`config.mk`:
```
export PLATFORM = sky130hd
export DESIGN_NAME = decode_ctrl
export DESIGN_NICKNAME = d
export VERILOG_FILES = /design/src/rtl/decode_ctrl.sv
export SDC_FILE = /design/constraint.sdc
export NUM_CORES = 1
export LEC_CHECK = 0
export ABC_AREA = 0
export CORE_MARGIN = 2
export CORE_UTILIZATION = 43
export CTS_CLUSTER_DIAMETER = 100
export DETAILED_ROUTE_END_ITERATION = 6
export PLACE_DENSITY = 0.79
export SETUP_SLACK_MARGIN = 0.5
export SYNTH_ARGS = -nofsm -noshare
export SYNTH_HDL_FRONTEND = slang
export SYNTH_SLANG_ARGS = --single-unit
```
`constraint.sdc`:
```
create_clock -name clk -period 2.6 [get_ports clk]
set_clock_uncertainty 0.2 [all_clocks]
set_input_delay 0.26 -clock clk [delete_from_list [all_inputs] [get_ports clk]]
set_output_delay 0.26 -clock clk [all_outputs]
set_load 0.005 [all_outputs]
```
`src/rtl/decode_ctrl.sv`:
```
// decode_ctrl: two-stage sequencing controller around the combinational
// decode stage. Stage A holds the fetched instruction that drives decode.
// Stage B holds the registered uop offered to dispatch. Decoder-flagged
// NOPs are dropped, and invalid encodings raise a trap that is held until
// flush.
module decode_ctrl #(
  parameter int unsigned INSTR_WIDTH = 32,
  parameter int unsigned PC_WIDTH    = 32,
  parameter int unsigned CNT_WIDTH   = 16,
  parameter int unsigned UOP_WIDTH   = 64
) (
  input  logic                   clk,
  input  logic                   rst,
  input  logic                   flush,
  input  logic                   instr_valid_in,
  input  logic [INSTR_WIDTH-1:0] instr_in,
  input  logic [PC_WIDTH-1:0]    pc_in,
  output logic                   instr_ready_out,
  output logic [INSTR_WIDTH-1:0] dec_instr_out,
  input  logic                   dec_nop_in,
  input  logic                   dec_invalid_in,
  input  logic [UOP_WIDTH-1:0]   dec_uop_in,
  output logic                   uop_valid_out,
  output logic [UOP_WIDTH-1:0]   uop_out,
  output logic [PC_WIDTH-1:0]    pc_out,
  input  logic                   uop_ready_in,
  output logic                   exc_valid_out,
  output logic [PC_WIDTH-1:0]    exc_pc_out,
  output logic [CNT_WIDTH-1:0]   issued_cnt_out,
  output logic [CNT_WIDTH-1:0]   nop_cnt_out
);

  typedef enum logic {S_RUN, S_EXC} state_t;

  state_t                 r_state;
  state_t                 w_state_nxt;

  logic                   r_a_valid;
  logic [INSTR_WIDTH-1:0] r_a_instr;
  logic [PC_WIDTH-1:0]    r_a_pc;

  logic                   r_b_valid;
  logic [UOP_WIDTH-1:0]   r_b_uop;
  logic [PC_WIDTH-1:0]    r_b_pc;

  logic                   r_exc_valid;
  logic [PC_WIDTH-1:0]    r_exc_pc;
  logic [CNT_WIDTH-1:0]   r_issued_cnt;
  logic [CNT_WIDTH-1:0]   r_nop_cnt;

  logic w_b_free;
  logic w_a_adv;
  logic w_a_load;
  logic w_retire_inv;
  logic w_retire_nop;
  logic w_b_load;
  logic w_issue;

  // Handshake and retire qualifiers
  always_comb begin
    w_b_free        = !r_b_valid || uop_ready_in;
    w_a_adv         = r_a_valid && w_b_free && (r_state == S_RUN);
    instr_ready_out = (r_state == S_RUN) && !flush && (!r_a_valid || w_a_adv);
    w_a_load        = instr_valid_in && instr_ready_out;
    w_retire_inv    = w_a_adv && dec_invalid_in;
    w_retire_nop    = w_a_adv && !dec_invalid_in && dec_nop_in;
    w_b_load        = w_a_adv && !dec_invalid_in && !dec_nop_in;
    w_issue         = r_b_valid && uop_ready_in;
  end

  // FSM state register
  always_ff @(posedge clk) begin
    if (rst) r_state <= S_RUN;
    else     r_state <= w_state_nxt;
  end

  // FSM next state: invalid retire traps, only flush returns to RUN
  always_comb begin
    w_state_nxt = r_state;
    if (flush)                                  w_state_nxt = S_RUN;
    else if (r_state == S_RUN && w_retire_inv)  w_state_nxt = S_EXC;
  end

  // Stage A: fetch register feeding decode
  always_ff @(posedge clk) begin
    if (rst) begin
      r_a_valid <= 1'b0;
      r_a_instr <= '0;
      r_a_pc    <= '0;
    end else if (flush) begin
      r_a_valid <= 1'b0;
    end else if (w_a_load) begin
      r_a_valid <= 1'b1;
      r_a_instr <= instr_in;
      r_a_pc    <= pc_in;
    end else if (w_a_adv) begin
      r_a_valid <= 1'b0;
    end
  end

  // Stage B: registered uop toward dispatch, held stable while stalled
  always_ff @(posedge clk) begin
    if (rst) begin
      r_b_valid <= 1'b0;
      r_b_uop   <= '0;
      r_b_pc    <= '0;
    end else if (flush) begin
      r_b_valid <= 1'b0;
    end else if (w_b_load) begin
      r_b_valid <= 1'b1;
      r_b_uop   <= dec_uop_in;
      r_b_pc    <= r_a_pc;
    end else if (w_issue) begin
      r_b_valid <= 1'b0;
    end
  end

  // Exception hold: captured on invalid retire, cleared only by flush
  always_ff @(posedge clk) begin
    if (rst) begin
      r_exc_valid <= 1'b0;
      r_exc_pc    <= '0;
    end else if (flush) begin
      r_exc_valid <= 1'b0;
    end else if (w_retire_inv) begin
      r_exc_valid <= 1'b1;
      r_exc_pc    <= r_a_pc;
    end
  end

  // Counters; a dispatch handshake in a flush cycle still counts
  always_ff @(posedge clk) begin
    if (rst) begin
      r_issued_cnt <= '0;
      r_nop_cnt    <= '0;
    end else begin
      if (w_issue)                r_issued_cnt <= r_issued_cnt + 1'b1;
      if (w_retire_nop && !flush) r_nop_cnt    <= r_nop_cnt + 1'b1;
    end
  end

  assign dec_instr_out  = r_a_instr;
  assign uop_valid_out  = r_b_valid;
  assign uop_out        = r_b_uop;
  assign pc_out         = r_b_pc;
  assign exc_valid_out  = r_exc_valid;
  assign exc_pc_out     = r_exc_pc;
  assign issued_cnt_out = r_issued_cnt;
  assign nop_cnt_out    = r_nop_cnt;

endmodule
```
==> impl_summary.md, run 1 <==
Clock tree
The sink count of the clock tree is 228. The tree is rooted in a sky130_fd_sc_hd__clkbuf_16. The clock input transition at the sequential cells of the worst setup and hold paths is 60 ps. The number of buffers between clock root and the deepest sink is 3. The clock reaches the later pin of the worst-skew pair after 510 ps. CTS built an H-tree with a depth of 1. The number of buffers created by CTS is 25. The TritonCTS clock tree is done.

Worst setup path
Along the worst path, the maximum fanout reaches 6. The sort of element at the end of the critical path is a flip-flop. In this run the critical register-to-register path is captured at nop_cnt_out[15]. The kind of start point of the critical path is a flip-flop. Data on the critical path arrives at its endpoint at 2240 ps. Setup slack on the worst reg-to-reg path comes out at 600 ps. For the worst flop-to-flop path, the logic depth is 6. The critical path class is reg -> reg.

For the worst setup path, the data required time is 2840 ps. The reg-to-reg critical path startpoint is r_state.

Synthesis
The post-synthesis instance total is 1016. The most used flip-flop cell after synthesis is sky130_fd_sc_hd__dfxtp_1. The count of different cell masters after synthesis is 36. The top cell type's share of synthesized area is 56.0%. The flip-flop and latch count after synthesis is 228. The sequential-to-total area share from yosys stat is 56.0%. Counting flops with a built-in enable in the synthesized netlist gives 0. In this run the cell area of the synthesized design comes to 8160 µm².

In this run the mean area of a mapped cell was 8.03 µm². For this run, the number of Yosys warnings is 0. The async set-or-reset flop fraction in the synthesized netlist is 0%. By area the synthesized netlist is led by sky130_fd_sc_hd__dfxtp_1 56%, sky130_fd_sc_hd__nand2_1 18%, sky130_fd_sc_hd__a21oi_1 12%. The number of nets in the synthesized netlist is 1153.

The biggest area contributor in the post-synthesis netlist is sky130_fd_sc_hd__dfxtp_1.

Layout
Summing all flip-flop and latch instances after layout gives 4570 µm². In the final design database the tool counted 1471 nets. The area growth from synthesis to layout is 55.6%. With fillers left out, the area of the finished cells amounts to 12700 µm². The core occupancy in the finished layout is 68.1%. The number of cells in the finished layout apart from fillers is 1586. The layout filler cell count is 1538. Summing all multi-input logic gate instances after layout gives 3300 µm². The antenna diode count is 0. The post-route netlist has 6.29% of its cells at a drive strength greater than 1.

Route
For this run, design rule violations remaining after detail routing come to 0. The average wire per cell in the routed design is 15.9 µm. Using the TritonRoute via totals, the vias-per-cell ratio works out to 5.00. The via count is 7925.

The number of DRC violations after detailed-routing iteration 0 is 395. Summed over all layers, the routed wires come to 25.2 mm. The first detailed-routing pass ran for 5 iterations. In this run the remaining antenna-violating nets after routing total 0.

Power
The leakage power is 4.41 nW. The peak supply drop is 0.534 mV. The power density over the cells is 605 nW/µm².

Timing
In the finished design, the share of the clock period the worst path needs comes to 76.8%. The total of endpoints with negative setup slack in the final report is 0. The transition time at the pin with the least slew margin is 525 ps. The number of max-slew violations in the final report was 0. The routed design could run at a clock period as short as 2000 ps. The total count of hold-check failures in the final report is 0. For this run, the top clock speed supported by timing is 0.501 GHz. For the final routed database, the setup TNS stands at 0 ps.

Setup repair after global routing left no endpoint under its margin. Measured against its own limit, the worst slew margin works out to 65.0%.

Global routing
For this run the aggregate overflow at the end of global routing stands at 0. The number of antenna violations at the first check in global routing is 0. The fraction of met3 tracks used by global routing is 8.13%. The via count of the first global-routing pass is 7404.

Global routing used 41.7% of the available met2 tracks. The all-layer global routing usage is 23.4%. Entering global routing, the biggest net connects 96 pins. In this run the most used layer during global routing was met2. For met1 alone, demand over resource in global routing was 27.1%. The first-pass GRT wire length is 38.2 mm.

Job
The number of max-cap violations is 0.

Min path
The class of the worst hold path is in -> reg. The worst hold path terminates at uop_out[36]. The launch instance of the worst min-delay path is dec_uop_in[36]. The worst hold path stage count is 3.

Floorplan
For this configuration, the core starts out at a cell density of 43.8%. In this run the count of I/O pins placed on the die edge is 330. The die covers 20100 µm². The core box area is 18600 µm². The height of the chip is 142 µm.

After floorplanning, the core was divided into 50 placement rows. The width of the die is 142 µm.

Placement
After detailed placement, the total cell area comes to 11800 µm². The global placer's final weighted congestion is 0.863. Counting tap cells, the placed design contains a total of 1535 instances. Summed over all nets, the half-perimeter wirelength after detailed placement is 16.5 mm. The quantity of I/O buffers inserted on ports is 329.

Status
The flow ran to the end, and the final reports show no timing, DRC or antenna violations.
-- how the worst max path moves through the flow --
stage	from	to	slack [ps]	cells after the start
floorplan	uop_valid_out	uop_out[33]	680	8
global placement	uop_ready_in	nop_cnt_out[15]	280	8
detailed placement	uop_ready_in	nop_cnt_out[15]	240	8
CTS	uop_valid_out	instr_ready_out	510	4
global route	r_state	nop_cnt_out[15]	500	6
finish	r_state	nop_cnt_out[15]	600	6
-- power breakdown --
group	switching [mW]	internal (mW)	leakage [nW]
clock	1.39	2.17	0.420
sequential	0.0359	3.55	1.85
combinational	0.219	0.306	2.14
total	1.64	6.03	4.41
-- synthesized netlist by cell type (2+ instances only) --
cell and number:
sky130_fd_sc_hd__nand2b_1 3, sky130_fd_sc_hd__a211oi_1 2, sky130_fd_sc_hd__xnor2_1 7, sky130_fd_sc_hd__nor4_1 2, sky130_fd_sc_hd__nand4_1 9, sky130_fd_sc_hd__xor2_1 21
sky130_fd_sc_hd__dfxtp_1 228, sky130_fd_sc_hd__buf_1 6, sky130_fd_sc_hd__nor3_1 6, sky130_fd_sc_hd__inv_1 5, sky130_fd_sc_hd__nand2_1 400, sky130_fd_sc_hd__buf_2 20
sky130_fd_sc_hd__nor2_1 34, sky130_fd_sc_hd__ha_1 2, sky130_fd_sc_hd__o21ai_0 2, sky130_fd_sc_hd__buf_6 5, sky130_fd_sc_hd__a21oi_1 198, sky130_fd_sc_hd__and4_1 2
sky130_fd_sc_hd__nand3_1 8, sky130_fd_sc_hd__and3_1 4, sky130_fd_sc_hd__clkbuf_1 37
-- cell families (layout without fill, tap and decap cells) --
family                     after synthesis  in the layout  share of synthesized area (%)
AOI/OAI and AO/OA                      205            205                           12.8
adders and majority gates                2              2                          0.307
DFF                                    228            228                           56.0
muxes                                    1              1                          0.123
buffers and inverters                   73            408                           4.13
and+or+nand+nor                        479            480                           23.7
xor gates and xnor gates                28             28                           3.01
-- through the flow --
stage,hold slack [ps],power [mW],setup WS [ps]
detailed placement,246,4.18,238
CTS,74.5,7.73,509
global route,83.8,7.94,499
global placement,240,4.17,285
floorplan,196,3.82,684
finish,94.3,7.67,604
-- critical path: stages, from the launching register on --
cell	delay (ps)
sky130_fd_sc_hd__dfxtp_1	340
sky130_fd_sc_hd__nand2b_2	270
sky130_fd_sc_hd__nor3_4	260
sky130_fd_sc_hd__buf_6	160
sky130_fd_sc_hd__nand3_2	110
sky130_fd_sc_hd__or4_1	440
sky130_fd_sc_hd__a21oi_1	150
-- flip-flops by register name, summed over array words and instances (netlist names) --
name            flops
r_a_valid           1
nop_cnt_out        16
r_state             1
uop_out            64
r_a_pc             32
pc_out             32
issued_cnt_out     16
exc_valid_out       1
exc_pc_out         32
uop_valid_out       1
dec_instr_out      32
-- layout by cell type, fill, tap and decap left out, types with 2 or more instances in the layout --
| master | n |
|---|---|
| sky130_fd_sc_hd__xor2_1 | 21 |
| sky130_fd_sc_hd__and4_1 | 2 |
| sky130_fd_sc_hd__o21ai_0 | 2 |
| sky130_fd_sc_hd__dfxtp_1 | 226 |
| sky130_fd_sc_hd__clkbuf_1 | 4 |
| sky130_fd_sc_hd__nor2_1 | 34 |
| sky130_fd_sc_hd__nand4_1 | 9 |
| sky130_fd_sc_hd__clkbuf_16 | 27 |
| sky130_fd_sc_hd__nor3_1 | 6 |
| sky130_fd_sc_hd__buf_4 | 15 |
| sky130_fd_sc_hd__clkinv_2 | 8 |
| sky130_fd_sc_hd__buf_12 | 9 |
| sky130_fd_sc_hd__nor4_1 | 2 |
| sky130_fd_sc_hd__a21oi_1 | 198 |
| sky130_fd_sc_hd__bufinv_16 | 3 |
| sky130_fd_sc_hd__clkdlybuf4s50_1 | 327 |
| sky130_fd_sc_hd__ha_1 | 2 |
| sky130_fd_sc_hd__inv_1 | 5 |
| sky130_fd_sc_hd__xnor2_1 | 7 |
| sky130_fd_sc_hd__dfxtp_2 | 2 |
| sky130_fd_sc_hd__clkbuf_8 | 4 |
| sky130_fd_sc_hd__nand2b_1 | 2 |
| sky130_fd_sc_hd__nand2_1 | 399 |
| sky130_fd_sc_hd__nand3_1 | 8 |
| sky130_fd_sc_hd__buf_6 | 2 |
| sky130_fd_sc_hd__and3_1 | 4 |
-- final cells by class --
type                    instances  share of cell area, %
clock buffers                  33                   5.48
inverters                       5                  0.148
flip-flops and latches        228                   36.0
clock inverters                12                   1.09
well taps                     234                   2.31
multi-input cells             716                   26.0
repair buffers                358                   29.0
-- metal layers --
layer / part of all wire [%] / routed length [µm]
met1: 40 / 9980
met2: 49 / 12400
met3: 9.1 / 2290
met4: 2.0 / 513
met5: 0 / 0
-- what timing repair did --
item | in CTS | in global routing
pin swaps | 0 | 1
endpoints found under the hold margin | 42 | 0
gates cloned | 0 | 3
hold buffers | 1 | 0
setup endpoints to repair | 1 | 105
setup buffers | 0 | 2
resized for setup | 4 | 6
Note: power is estimated with default switching activity, not from simulation.
==> inputs of run 2 (changes only) <==
==> constraint.sdc (replaced) <==
create_clock -name clk -period 1.91 [get_ports clk]
set_clock_uncertainty 0.2 [all_clocks]
set_input_delay 0.191 -clock clk [delete_from_list [all_inputs] [get_ports clk]]
set_output_delay 0.191 -clock clk [all_outputs]
set_load 0.005 [all_outputs]
==> impl_summary.md, run 2 (synthesis gave the netlist of run 1 again) <==
Floorplan
The starting density of the core is 43.8%. The initialized floorplan defines 50 standard-cell rows. The floorplan step set the die width to 142 µm. The I/O pin count is 330. The die covers 20100 µm². In this run the vertical extent of the chip is 142 µm. The core box area is 18600 µm².

Worst setup path
The cell with the largest stage delay on the worst path is sky130_fd_sc_hd__dfxtp_2. The data required time at the worst endpoint is 2150 ps. Walking the worst path, the cells encountered are nor2b_4, buf_6, nor3_4, and2_4, buf_6, buf_12, buf_12, nand2_1, a21oi_2. STA classifies the critical path endpoint as a flip-flop.

In this run the critical register-to-register path is launched from uop_valid_out. For flop-to-flop paths, the worst setup slack is 10 ps. At the worst endpoint, the arrival time is 2130 ps. STA classifies the critical path startpoint as a flip-flop.

Along the worst path, the maximum fanout reaches 6. The cell class contributing the biggest share of worst-path delay is simple AND/OR/NAND/NOR gates. The total buffers and inverters traversed by the critical path is 4. The delay of the slowest cell on the worst path is 330 ps. The worst reg-to-reg path cell count is 9.

The worst reg2reg path endpoint is uop_out[1]. The critical path class is reg -> reg.

Global routing
The first global-routing pass estimated 43.6 mm of wire. Entering global routing, the biggest net connects 52 pins. The number of antenna violations at the first check in global routing is 0. For this run, the total global-route usage over all layers was measured as 26.9%. Summed over all layers, the global routing overflow is 0. The via count of the first global-routing pass was 8345.

Timing
Setup slack closes at 14.0 ps. For this run, the top clock speed supported by timing is 0.527 GHz. The total count of hold-check failures in the final report is 0. The post-route clock period utilization is 99.3%.

After routing, the total negative slack on setup checks comes to 0 ps. The worst path needs 1900 ps of the cycle, external delays included. Setup violations remaining at the end of the flow were counted as 0. For the pin with the worst max-slew slack, the measured transition is 546 ps. The number of max-slew violations in the final report came to 0. Across all hold checks on the routed design, the worst slack comes to 26.4 ps. Measured against its own limit, the worst slew margin works out to 63.6%. Setup repair after global routing could not meet its margin everywhere.

Min path
For hold timing, the worst endpoint is uop_out[52]. The worst hold path begins at dec_uop_in[52]. The class of the worst hold path is in -> reg. The worst hold path stage count is 3.

Placement
Timing analysis after detailed placement gives a worst setup slack of -317 ps. The count of buffers added on input and output ports is 329. At the end of routability-driven placement, the weighted congestion stood at 0.834.

Detailed placement finished with a half-perimeter wire length of 17.2 mm. The placed cell count is 1561.

Clock tree
The clock latency on the worst-skew pair is 510 ps. The TritonCTS clock tree is done. Counting the buffers created by CTS gives 24. For this design, the sink count on the clock tree is 228.

The number of buffers between clock root and the deepest sink is 3. The buffer type at the clock tree root is sky130_fd_sc_hd__clkbuf_16. Clock-pin slew was measured on the worst setup and hold paths at 70 ps.

CTS built an H-tree with a depth of 1.

Layout
The multi-input combinational cells in the finished layout cover a total of 4550 µm². The antenna diode count is 0. The fraction of layout instances using a drive strength above 1 is 34.8%.

Registers take 4630 µm². Leaving out fill and tap cells, the most frequent cells in the layout are 280 x sky130_fd_sc_hd__nand2_1, 272 x sky130_fd_sc_hd__clkdlybuf4s50_1, 188 x sky130_fd_sc_hd__dfxtp_1. The net count of the finished layout is 1575.

For this run, the number of standard cells in the final layout without fillers is 1687. The register with the most flip-flops in the layout has 64 of them. The most common library cell in the layout ignoring fill and taps is sky130_fd_sc_hd__nand2_1. The area growth from synthesis to layout is 87.6%.

The layout filler cell count is 1022.

Route
The first routing iteration left 399 violations. For this run, design rule violations remaining after detail routing come to 0. The number of routed nets with antenna violations is 0. The detailed router placed 8971 vias in this run.

The vias per cell is 5.32. For this run, the detailed router's first-pass iteration total came to 4. After detailed routing, the average wire length per cell comes to 20.2 µm. The total wire length after detailed routing is 34.2 mm.

Status
The run finished with clean final reports.

Power
For this design the ratio of total power to cell area is 695 nW/µm². The design draws 10.6 mW. The leakage power is 6.27 nW. VDD sags by at most 0.605 mV.

Job
The number of max-cap violations is 0.
## run 2: repair_timing
item                                    in CTS  in global routing
pin swaps                                   23                185
gates resized for setup                    225                379
cloned                                       9                 23
hold endpoints to repair                    44                  0
hold buffers                                 1                  0
buffers inserted                            40                 12
endpoints found under the setup margin     420                408
## run 2: stage by stage
step | util, % | cell area, µm²
floorplan | - | 8180
global placement | 64.4 | 12000
detailed placement | 64.4 | 12000
CTS | 73.0 | 13600
global route | 82.1 | 15300
finish | 82.1 | 15300
## run 2: tightest hold or removal path: cells and delay by family
| family | cells | cell delay (ps) |
|---|---|---|
| AND/OR/NAND/NOR | 1 | 60 |
| buffers and inverters | 1 | 390 |
| AO/OA/AOI/OAI | 1 | 50 |
## run 2: power by group
part | switching, mW | internal [mW] | total (mW)
clock network | 1.88 | 2.81 | 4.69
registers | 0.0813 | 4.83 | 4.91
logic | 0.463 | 0.576 | 1.04
## run 2: final cells by class
type | count | share of cell area (%)
sequential | 228 | 30.2
clock inverter | 6 | 0.523
inverter | 5 | 0.123
timing repair buffer | 463 | 32.8
multi-input combinational | 716 | 29.8
tap | 234 | 1.91
clock buffer | 35 | 4.60
## run 2: worst max-delay path by stage
stage                         from              end  slack, ps  cells past startpoint
global route        nop_cnt_out[0]  nop_cnt_out[12]        -40                      7
global placement      uop_ready_in  nop_cnt_out[15]       -250                      8
detailed placement    uop_ready_in  nop_cnt_out[15]       -320                      8
finish               uop_valid_out       uop_out[1]         10                      9
CTS                  uop_valid_out  instr_ready_out        100                      4
floorplan            uop_valid_out      uop_out[23]         40                      9
## run 2: routing by layer
metal	GRT usage, %	share of wire (%)
met1	29.1	35
met2	49.9	52
met3	7.42	7.5
met4	10.1	4.9
met5	0	0
==> inputs of run 3 (changes only) <==
--- a/config.mk
+++ b/config.mk
@@ -12,6 +12,7 @@
 export DETAILED_ROUTE_END_ITERATION = 6
 export PLACE_DENSITY = 0.79
 export SETUP_SLACK_MARGIN = 0.5
+export SKIP_CTS_REPAIR_TIMING = 1
 export SYNTH_ARGS = -nofsm -noshare
 export SYNTH_HDL_FRONTEND = slang
 export SYNTH_SLANG_ARGS = --single-unit
==> impl_summary.md, run 3 (synthesis gave the netlist of run 1 again) <==
Status
The run finished, with violations left. The final reports fail on hold timing.

Clock tree
The clock latency on the worst-skew pair is 510 ps. Counting the buffers created by CTS gives 24. The buffer type at the clock tree root is sky130_fd_sc_hd__clkbuf_16. The number of buffers between clock root and the deepest sink is 3.

The clock input transition at the sequential cells of the worst setup and hold paths is 60 ps. The TritonCTS clock tree is done. CTS built an H-tree with a depth of 1.

The sink count of the clock tree is 228.

Layout
Once layout is complete, the cells apart from fillers number 1660. The flip-flop count of the largest register after layout is 64. The area growth from synthesis to layout is 80.3%. The net count of the finished layout is 1548. Once layout is complete, the utilization of the core stands at 78.9%.

The library cell used most frequently in the layout, excluding fill and tap cells, is sky130_fd_sc_hd__clkdlybuf4s50_1. The layout filler cell count is 1137. The antenna diode count is 0.

The fraction of layout instances using a drive strength above 1 is 25.0%. Leaving out fill and tap cells, the most frequent cells in the layout are 316 x sky130_fd_sc_hd__clkdlybuf4s50_1, 297 x sky130_fd_sc_hd__nand2_1, 209 x sky130_fd_sc_hd__dfxtp_1.

Global routing
The first-pass GRT wire length is 38.7 mm. The via count of the first global-routing pass is 7776. Entering global routing, the biggest net connects 79 pins. The number of antenna violations at the first check in global routing came to 0. The final global-route overflow total is 0.

The all-layer global routing usage is 23.5%.

Route
The average wire per cell in the routed design is 19.6 µm. The routed layout has 8780 vias. For this run, design rule violations remaining after detail routing come to 0. The count of nets left with antenna violations once routing finished came out at 0. The total iterations of the first detailed-routing run is 4. The routed design has 32.6 mm of wire.

The detailed router finished its first iteration with 425 violations. After detailed routing, the number of vias per cell comes to 5.29.

Timing
Setup repair after global routing could not meet its margin everywhere. The transition time at the pin with the least slew margin is 476 ps. Setup violations remaining at the end of the flow were counted as 0. Derived from the worst setup path, the maximum achievable clock frequency is 0.537 GHz. The post-route clock period utilization is 97.5%. The smallest clock period supported by the final layout is computed as 1860 ps.

The number of max-slew violations in the final report is 0. On the final layout, the worst hold slack is -109 ps. The total count of hold-check failures in the final report is 42. Headroom to the max-slew limit came out at 68.2%.

Worst setup path
Along the worst path, the maximum fanout reaches 8. The number of cells on the worst reg-to-reg path is 7. The worst reg-to-reg setup slack is 50 ps. The sort of element at the end of the critical path is a flip-flop. In this run the critical register-to-register path is captured at dec_instr_out[15].

The reg-to-reg critical path startpoint is uop_valid_out. The kind of start point of the critical path is a flip-flop. The critical path data arrival time is 2080 ps. The setup path with the least slack is of type reg -> reg.

STA puts the critical path data required time at 2130 ps.

Floorplan
The die covers 20100 µm². For this configuration, the core starts out at a cell density of 43.8%. The floorplan row count is 50. For this design the top-level I/O count stands at 330. The floorplan step set the die height to 142 µm. The width of the die is 142 µm.

The core box area is 18600 µm².

Placement
Detailed placement finished with a half-perimeter wire length of 17.2 mm. The quantity of I/O buffers inserted on ports is 329. The global placer's final weighted congestion is 0.834. The placed cell count is 1561.

Min path
The tightest min-delay check is of the in -> reg type. For hold timing, the worst endpoint is issued_cnt_out[9]. The worst hold path stage count is 2. The startpoint identified for the worst hold timing path is rst.

Job
The number of max-cap violations is 0.

Power
In this run the static leakage power is 5.56 nW. The worst-case IR drop observed on VDD is 0.662 mV. For this design the ratio of total power to cell area is 717 nW/µm².

The design draws 10.5 mW.
[run 3: cell count changes in the layout (fill, tap and decap cells not counted), moves of 14 or more]
cell	before	now
sky130_fd_sc_hd__nand2_4	94	66
sky130_fd_sc_hd__buf_6	40	26
sky130_fd_sc_hd__a21oi_2	105	66
sky130_fd_sc_hd__dfxtp_1	188	209
sky130_fd_sc_hd__buf_2	21	1
sky130_fd_sc_hd__nand2_1	280	297
sky130_fd_sc_hd__dfxtp_2	35	9
sky130_fd_sc_hd__a21oi_1	93	132
sky130_fd_sc_hd__clkdlybuf4s50_1	272	316
[run 3: area by class of cell]
class,instances,area [µm²],share of cell area [%]
inverter,5,18.8,0.128
tap,234,293,1.99
multi-input combinational,715,4190,28.5
sequential,228,4610,31.4
timing repair buffer,437,4800,32.7
clock inverter,6,80.1,0.544
clock buffer,35,703,4.78
[run 3: per-layer routing]
metal / global-route usage (%) / vias to the layer above / wire length (µm)
li1: - / 4090 / -
met1: 26.0 / 4206 / 11600
met2: 43.6 / 386 / 17100
met3: 6.34 / 98 / 2560
met4: 7.53 / 0 / 1320
met5: 0 / - / 0
[run 3: report_power, final]
group          switching (mW)  internal [mW]  total [mW]
Combinational           0.426          0.538       0.964
Sequential             0.0716           4.82        4.89
Clock                    1.88           2.81        4.69
Total                    2.38           8.16        10.5
[run 3: how the worst max path moves through the flow]
stage	from	endpoint	slack (ps)	depth (start not counted)
floorplan	uop_valid_out	uop_out[23]	40	9
global placement	uop_ready_in	nop_cnt_out[15]	-250	8
detailed placement	uop_ready_in	nop_cnt_out[15]	-320	8
CTS	uop_valid_out	instr_ready_out	-460	4
global route	r_state	exc_pc_out[29]	-30	7
finish	uop_valid_out	dec_instr_out[15]	50	7
[run 3: stage by stage]
step	area [µm²]	setup TNS [ps]	hold slack (ps)	setup WS [ps]
global placement	12000	-35440	240	-255
floorplan	8180	0	127	44.5
detailed placement	12000	-41140	246	-317
global route	14700	-57.0	-88.1	-33.9
finish	14700	0	-109	46.9
CTS	12800	-480	-121	-457
[run 3: worst max-delay path, cell delays in order, from the launching register on]
cell and delay (ps):
sky130_fd_sc_hd__dfxtp_2 320, sky130_fd_sc_hd__nor2b_4 120, sky130_fd_sc_hd__buf_6 140, sky130_fd_sc_hd__a211oi_4 300, sky130_fd_sc_hd__buf_6 230, sky130_fd_sc_hd__clkbuf_16 180, sky130_fd_sc_hd__nand2_1 60, sky130_fd_sc_hd__a21oi_1 210
